[src/rtl/led_sequencer.sv]
// Lock-gated LED pattern sequencer.
// It waits for a synchronized PLL lock and requires lock to stay stable for LOCK_WAIT cycles.
// It then steps one of four LED patterns every MODULE cycles.
// A pending mode is applied only at a step boundary or on entry into RUN.
module led_sequencer #(
    parameter int unsigned MODULE    = 50000000,
    parameter int unsigned LOCK_WAIT = 1024
) (
    input  logic       clk,
    input  logic       rst,
    input  logic       locked,
    input  logic [1:0] mode_in,
    input  logic       mode_load,
    output logic [7:0] leds,
    output logic       step,
    output logic       running,
    output logic [1:0] mode
);

    localparam int unsigned DivW = (MODULE > 1) ? $clog2(MODULE) : 1;
    localparam int unsigned SetW = $clog2(LOCK_WAIT + 1);

    localparam logic [DivW-1:0] DivLast = DivW'(MODULE - 1);
    localparam logic [DivW-1:0] DivOne  = DivW'(1);
    localparam logic [SetW-1:0] SetLast = SetW'(LOCK_WAIT - 1);
    localparam logic [SetW-1:0] SetOne  = SetW'(1);

    localparam logic [1:0] ModeWalk   = 2'd0;
    localparam logic [1:0] ModeBounce = 2'd1;
    localparam logic [1:0] ModeBinary = 2'd2;
    localparam logic [1:0] ModeBlink  = 2'd3;

    typedef enum logic [1:0] {
        StWaitLock,
        StSettle,
        StRun
    } state_e;

    state_e          state_q, state_d;
    logic            lk1_q, lk2_q;
    logic [DivW-1:0] div_q, div_d;
    logic [SetW-1:0] set_q, set_d;
    logic [7:0]      leds_q, leds_d;
    logic            step_q, step_d;
    logic [1:0]      mode_q, mode_d;
    logic            pend_q, pend_d;
    logic [1:0]      pend_mode_q, pend_mode_d;
    logic            dir_up_q, dir_up_d;

    logic            apply_pend;
    logic [1:0]      next_mode;

    function automatic logic [7:0] init_pattern(input logic [1:0] m);
        return ((m == ModeWalk) || (m == ModeBounce)) ? 8'h01 : 8'h00;
    endfunction

    // State register, lock synchronizer and datapath registers.
    always_ff @(posedge clk) begin
        if (!rst) begin
            state_q     <= StWaitLock;
            lk1_q       <= 1'b0;
            lk2_q       <= 1'b0;
            div_q       <= '0;
            set_q       <= '0;
            leds_q      <= 8'h00;
            step_q      <= 1'b0;
            mode_q      <= ModeWalk;
            pend_q      <= 1'b0;
            pend_mode_q <= 2'd0;
            dir_up_q    <= 1'b1;
        end else begin
            state_q     <= state_d;
            lk1_q       <= locked;
            lk2_q       <= lk1_q;
            div_q       <= div_d;
            set_q       <= set_d;
            leds_q      <= leds_d;
            step_q      <= step_d;
            mode_q      <= mode_d;
            pend_q      <= pend_d;
            pend_mode_q <= pend_mode_d;
            dir_up_q    <= dir_up_d;
        end
    end

    // Next-state logic: lock qualification, step divider, pattern advance and pending mode.
    always_comb begin
        state_d     = state_q;
        div_d       = div_q;
        set_d       = set_q;
        leds_d      = leds_q;
        step_d      = 1'b0;
        mode_d      = mode_q;
        pend_d      = pend_q;
        pend_mode_d = pend_mode_q;
        dir_up_d    = dir_up_q;
        apply_pend  = 1'b0;
        next_mode   = pend_q ? pend_mode_q : mode_q;

        unique case (state_q)
            StWaitLock: begin
                leds_d = 8'h00;
                div_d  = '0;
                set_d  = '0;
                if (lk2_q) begin
                    state_d = StSettle;
                end
            end
            StSettle: begin
                leds_d = 8'h00;
                div_d  = '0;
                if (!lk2_q) begin
                    state_d = StWaitLock;
                    set_d   = '0;
                end else if (set_q == SetLast) begin
                    state_d    = StRun;
                    apply_pend = pend_q;
                    mode_d     = next_mode;
                    leds_d     = init_pattern(next_mode);
                    dir_up_d   = 1'b1;
                    set_d      = '0;
                end else begin
                    set_d = set_q + SetOne;
                end
            end
            StRun: begin
                if (!lk2_q) begin
                    // Lock lost: go dark immediately, but keep mode and pending.
                    state_d = StWaitLock;
                    leds_d  = 8'h00;
                    div_d   = '0;
                end else if (div_q == DivLast) begin
                    div_d  = '0;
                    step_d = 1'b1;
                    if (pend_q) begin
                        // A newly applied mode restarts at its initial pattern without advancing.
                        apply_pend = 1'b1;
                        mode_d     = pend_mode_q;
                        leds_d     = init_pattern(pend_mode_q);
                        dir_up_d   = 1'b1;
                    end else begin
                        case (mode_q)
                            ModeWalk:   leds_d = {leds_q[6:0], leds_q[7]};
                            ModeBounce: begin
                                if (dir_up_q) begin
                                    if (leds_q[7]) begin
                                        leds_d   = 8'h40;
                                        dir_up_d = 1'b0;
                                    end else begin
                                        leds_d = {leds_q[6:0], 1'b0};
                                    end
                                end else begin
                                    if (leds_q[0]) begin
                                        leds_d   = 8'h02;
                                        dir_up_d = 1'b1;
                                    end else begin
                                        leds_d = {1'b0, leds_q[7:1]};
                                    end
                                end
                            end
                            ModeBinary: leds_d = leds_q + 8'd1;
                            ModeBlink:  leds_d = ~leds_q;
                            default:    leds_d = leds_q;
                        endcase
                    end
                end else begin
                    div_d = div_q + DivOne;
                end
            end
            default: begin
                state_d = StWaitLock;
                leds_d  = 8'h00;
                div_d   = '0;
                set_d   = '0;
            end
        endcase

        // A load on this edge overrides clearing, so it survives to the next application point.
        if (mode_load) begin
            pend_d      = 1'b1;
            pend_mode_d = mode_in;
        end else if (apply_pend) begin
            pend_d = 1'b0;
        end
    end

    assign leds    = leds_q;
    assign step    = step_q;
    assign running = (state_q == StRun);
    assign mode    = mode_q;

endmodule
[config.mk]
export PLATFORM = sky130hd
export DESIGN_NAME = led_sequencer
export DESIGN_NICKNAME = d
export VERILOG_FILES = /design/src/rtl/led_sequencer.sv
export SDC_FILE = /design/constraint.sdc
export NUM_CORES = 1
export LEC_CHECK = 0
export BUFFER_PORTS_ARGS = -buffer_cell sky130_fd_sc_hd__buf_4
export CAP_MARGIN = 10
export CORE_MARGIN = 2
export CORE_UTILIZATION = 40
export CTS_BUF_LIST = sky130_fd_sc_hd__clkbuf_2 sky130_fd_sc_hd__clkbuf_4 sky130_fd_sc_hd__clkbuf_8
export DETAILED_ROUTE_END_ITERATION = 16
export GPL_ROUTABILITY_DRIVEN = 0
export PLACE_DENSITY = 0.55
export REMOVE_ABC_BUFFERS = 1
export SYNTH_ARGS = -nofsm -noshare
export SYNTH_HDL_FRONTEND = slang
export SYNTH_SLANG_ARGS = --single-unit
[constraint.sdc]
create_clock -name clk -period 5 [get_ports clk]
set_input_delay 1 -clock clk [delete_from_list [all_inputs] [get_ports clk]]
set_output_delay 1 -clock clk [all_outputs]
set_load 0.02 [all_outputs]
==> impl_metrics.ini <==
[run_status]
status = finished, final reports clean

[logic_synthesis]
post-synth-top-area-fraction = 0.375
synthesis.area_mm2 = 0.00299
synth-warning-count = 0
ys_top_cells_by_area = dfxtp_1 (38%), xor2_1 (6.7%), nor2_1 (6.5%)
syn_area_per_cell_um2 = 8.52
synthArstFlopShare = 0
synth_edf_count = 0
synth_cell_types = 54
seq_area_frac_synth = 0.375
yosys.area.top_type = dfxtp_1
ys_ff_latch = 56
synthCells = 351
synth_most_common_cell = dfxtp_1
synth_ff_type = dfxtp_1
synth_common_cells = dfxtp_1 (56), nor2_1 (52), nand2_1 (33)

[clocking]
cts.sinks = 56
cts_inserted_buffers = 5
cts.reportedPaths.clkPinSlew_ns = 0.10
cts_setup_buffers = 0
cts_tree = yes
cts_buffer_depth = 2
holdBufCountCts = 0
cts_root_buf = clkbuf_8
cts_resized = 0
h-tree-depth = 2
clk_latency_ns = 0.31

[critical_path]
cp_slowest_cell = ha_1
critical-path-top-delay-family = adder cells
reg2reg_slack_ns = 2.56
crit_chain = inv_1 -> ha_1 -> buf_4
rr_worst_depth = 6
critical_path_buf_inv_count = 2
path_max_fanout = 24
cp_slowest_stage_delay_ns = 0.69
crit_type = reg2out
cp-start-kind = flip-flop
crit_required_ns = 4.00
setup.worst_path.end_class = output pin
arrival_ns = 1.70
timing.rr.start = div_q[0]
reg2reg_to = leds[6]

[layout]
ff_latch_area_mm2 = 0.00112
drive_above_1_share = 0.0978
multi_input_comb_area_mm2 = 0.00174
fillers = 753
area_growth_syn_to_layout_pct = 7.83
nNetsFinal = 371
diodes = 0

[global_routing]
antenna_found_initial = 0
gr-total-overflow = 0
grt_max_degree = 29
track_usage = 0.157
grt_pass1_vias = 2289
grt_pass1_wl_um = 10700

[min_path]
worstHoldPathCells = 1
min_path_type = reg2reg
hp-start = lk1_q
holdPathEnd = lk2_q

[sta]
finalHoldViolations = 0
worstMarginPinSlew_ns = 0.887
whs_ns = 0.443
finalClockSkew_ns = 0.0122
tns_ns = 0
clock.fmax_mhz = 371
maxSlewViolCount = 0
setup_viol = 0
rsz0062_at_grt = no
min_period_ns = 2.70
finalCritPeriodShare = 0.540
slew_headroom = 0.409

[floorplanning]
io_pins = 18
start_util = 0.412
fp-row-count = 31
die_h_um = 90.4
fp.dieArea_mm2 = 0.00818
die_w_um = 90.4
core_mm2 = 0.00725

[route]
vias = 2384
route.detailed.drc = 0
drt.antenna.violating_nets = 0
wl_met1_um = 3210
wl_met2_um = 2610
routed_wl_um = 6040
drtPass1Iterations = 4
highest_layer = met4
dr_wl_met3_um = 151
wl_per_cell_um = 13.2
drtIter0Drc = 150
routed_via_density = 5.22

[job]
drv_cap = 0

[power_and_ir_drop]
power_density_mw_per_mm2 = 220
ir_drop_v = 0.0000983
p_leak_uw = 0.00109

[placed_design]
io_buffers = 17
hpwl_um = 4200
## area by class of cell
type,instances,area share
Timing Repair Buffer,17,0.0396
Tap cell,99,0.0384
Sequential cell,56,0.348
Clock inverter,1,0.00155
Clock buffer,6,0.0237
Multi-Input combinational cell,269,0.538
Inverter,9,0.0105
## cells by family after synthesis
| logic type | count (synthesis) | synth area share |
|---|---|---|
| flip-flops | 56 | 0.375 |
| XOR/XNOR | 32 | 0.0938 |
| multiplexers | 7 | 0.0234 |
| AO/OA/AOI/OAI | 56 | 0.134 |
| AND/OR/NAND/NOR | 167 | 0.300 |
| adder cells (fa/ha/maj) | 7 | 0.0293 |
| buffers and inverters | 26 | 0.0444 |
## through the flow
step | worst slack (ns) | cell area, um2 | total power, uW | cells | util
floorplan | 2.94 | 2890 | 471 | 334 | -
global placement | 2.48 | 3140 | 479 | 450 | 0.433
detailed placement | 2.46 | 3140 | 479 | 450 | 0.433
CTS | 2.29 | 3220 | 725 | 457 | 0.444
global route | 2.17 | 3220 | 741 | 457 | 0.444
finish | 2.30 | 3220 | 711 | 457 | 0.444
## layer usage
| metal | vias to the layer above | track usage |
|---|---|---|
| li1 | 1255 | - |
| met1 | 1096 | 0.217 |
| met2 | 28 | 0.249 |
| met3 | 5 | 0.0275 |
| met4 | 0 | 0.0500 |
| met5 | - | 0 |
## placed cells by master, fill, tap and decap left out, types with 4 or more instances in the layout
cell type | Yosys | final
a211oi_1 | 4 | 4
a21o_1 | 4 | 4
a21oi_1 | 8 | 8
a221oi_1 | 4 | 4
a31oi_1 | 6 | 6
and2_1 | 9 | 9
and3_1 | 6 | 6
buf_4 | 0 | 17
clkbuf_8 | 2 | 5
dfxtp_1 | 56 | 56
ha_1 | 7 | 7
inv_1 | 9 | 9
mux2i_1 | 7 | 7
nand2_1 | 33 | 33
nand2b_1 | 5 | 5
nand3_1 | 18 | 18
nand4_1 | 13 | 13
nor2_1 | 52 | 52
nor2b_1 | 7 | 7
o21ai_0 | 5 | 5
xnor2_1 | 9 | 9
xor2_1 | 23 | 23
## registers in the layout, indices dropped and copies added, names as in the netlist, named ones only
register     cells
leds             8
step             1
set_q           11
lk1_q            1
lk2_q            1
pend_q           1
state_q          2
pend_mode_q      2
dir_up_q         1
div_q           26
mode             1
## worst max path at each step
stage,slack (ns),cells past startpoint,end,from
2_1_floorplan,2.94,6,leds[6],div_q[0]
3_3_place_gp,2.48,5,leds[6],rst
3_5_place_dp,2.46,5,leds[6],rst
4_1_cts,2.29,3,running,state_q[0]
5_1_grt,2.17,3,running,state_q[0]
6_report,2.30,3,running,state_q[0]
## power by group
part / total, uW / switching, uW / internal [uW] / leakage, uW
Combinational: 16.1 / 7.86 / 8.22 / 0.000597
Clock: 242 / 141 / 101 / 0.0000445
Sequential: 452 / 3.81 / 448 / 0.000452
Note: power is estimated with default switching activity, not from simulation.
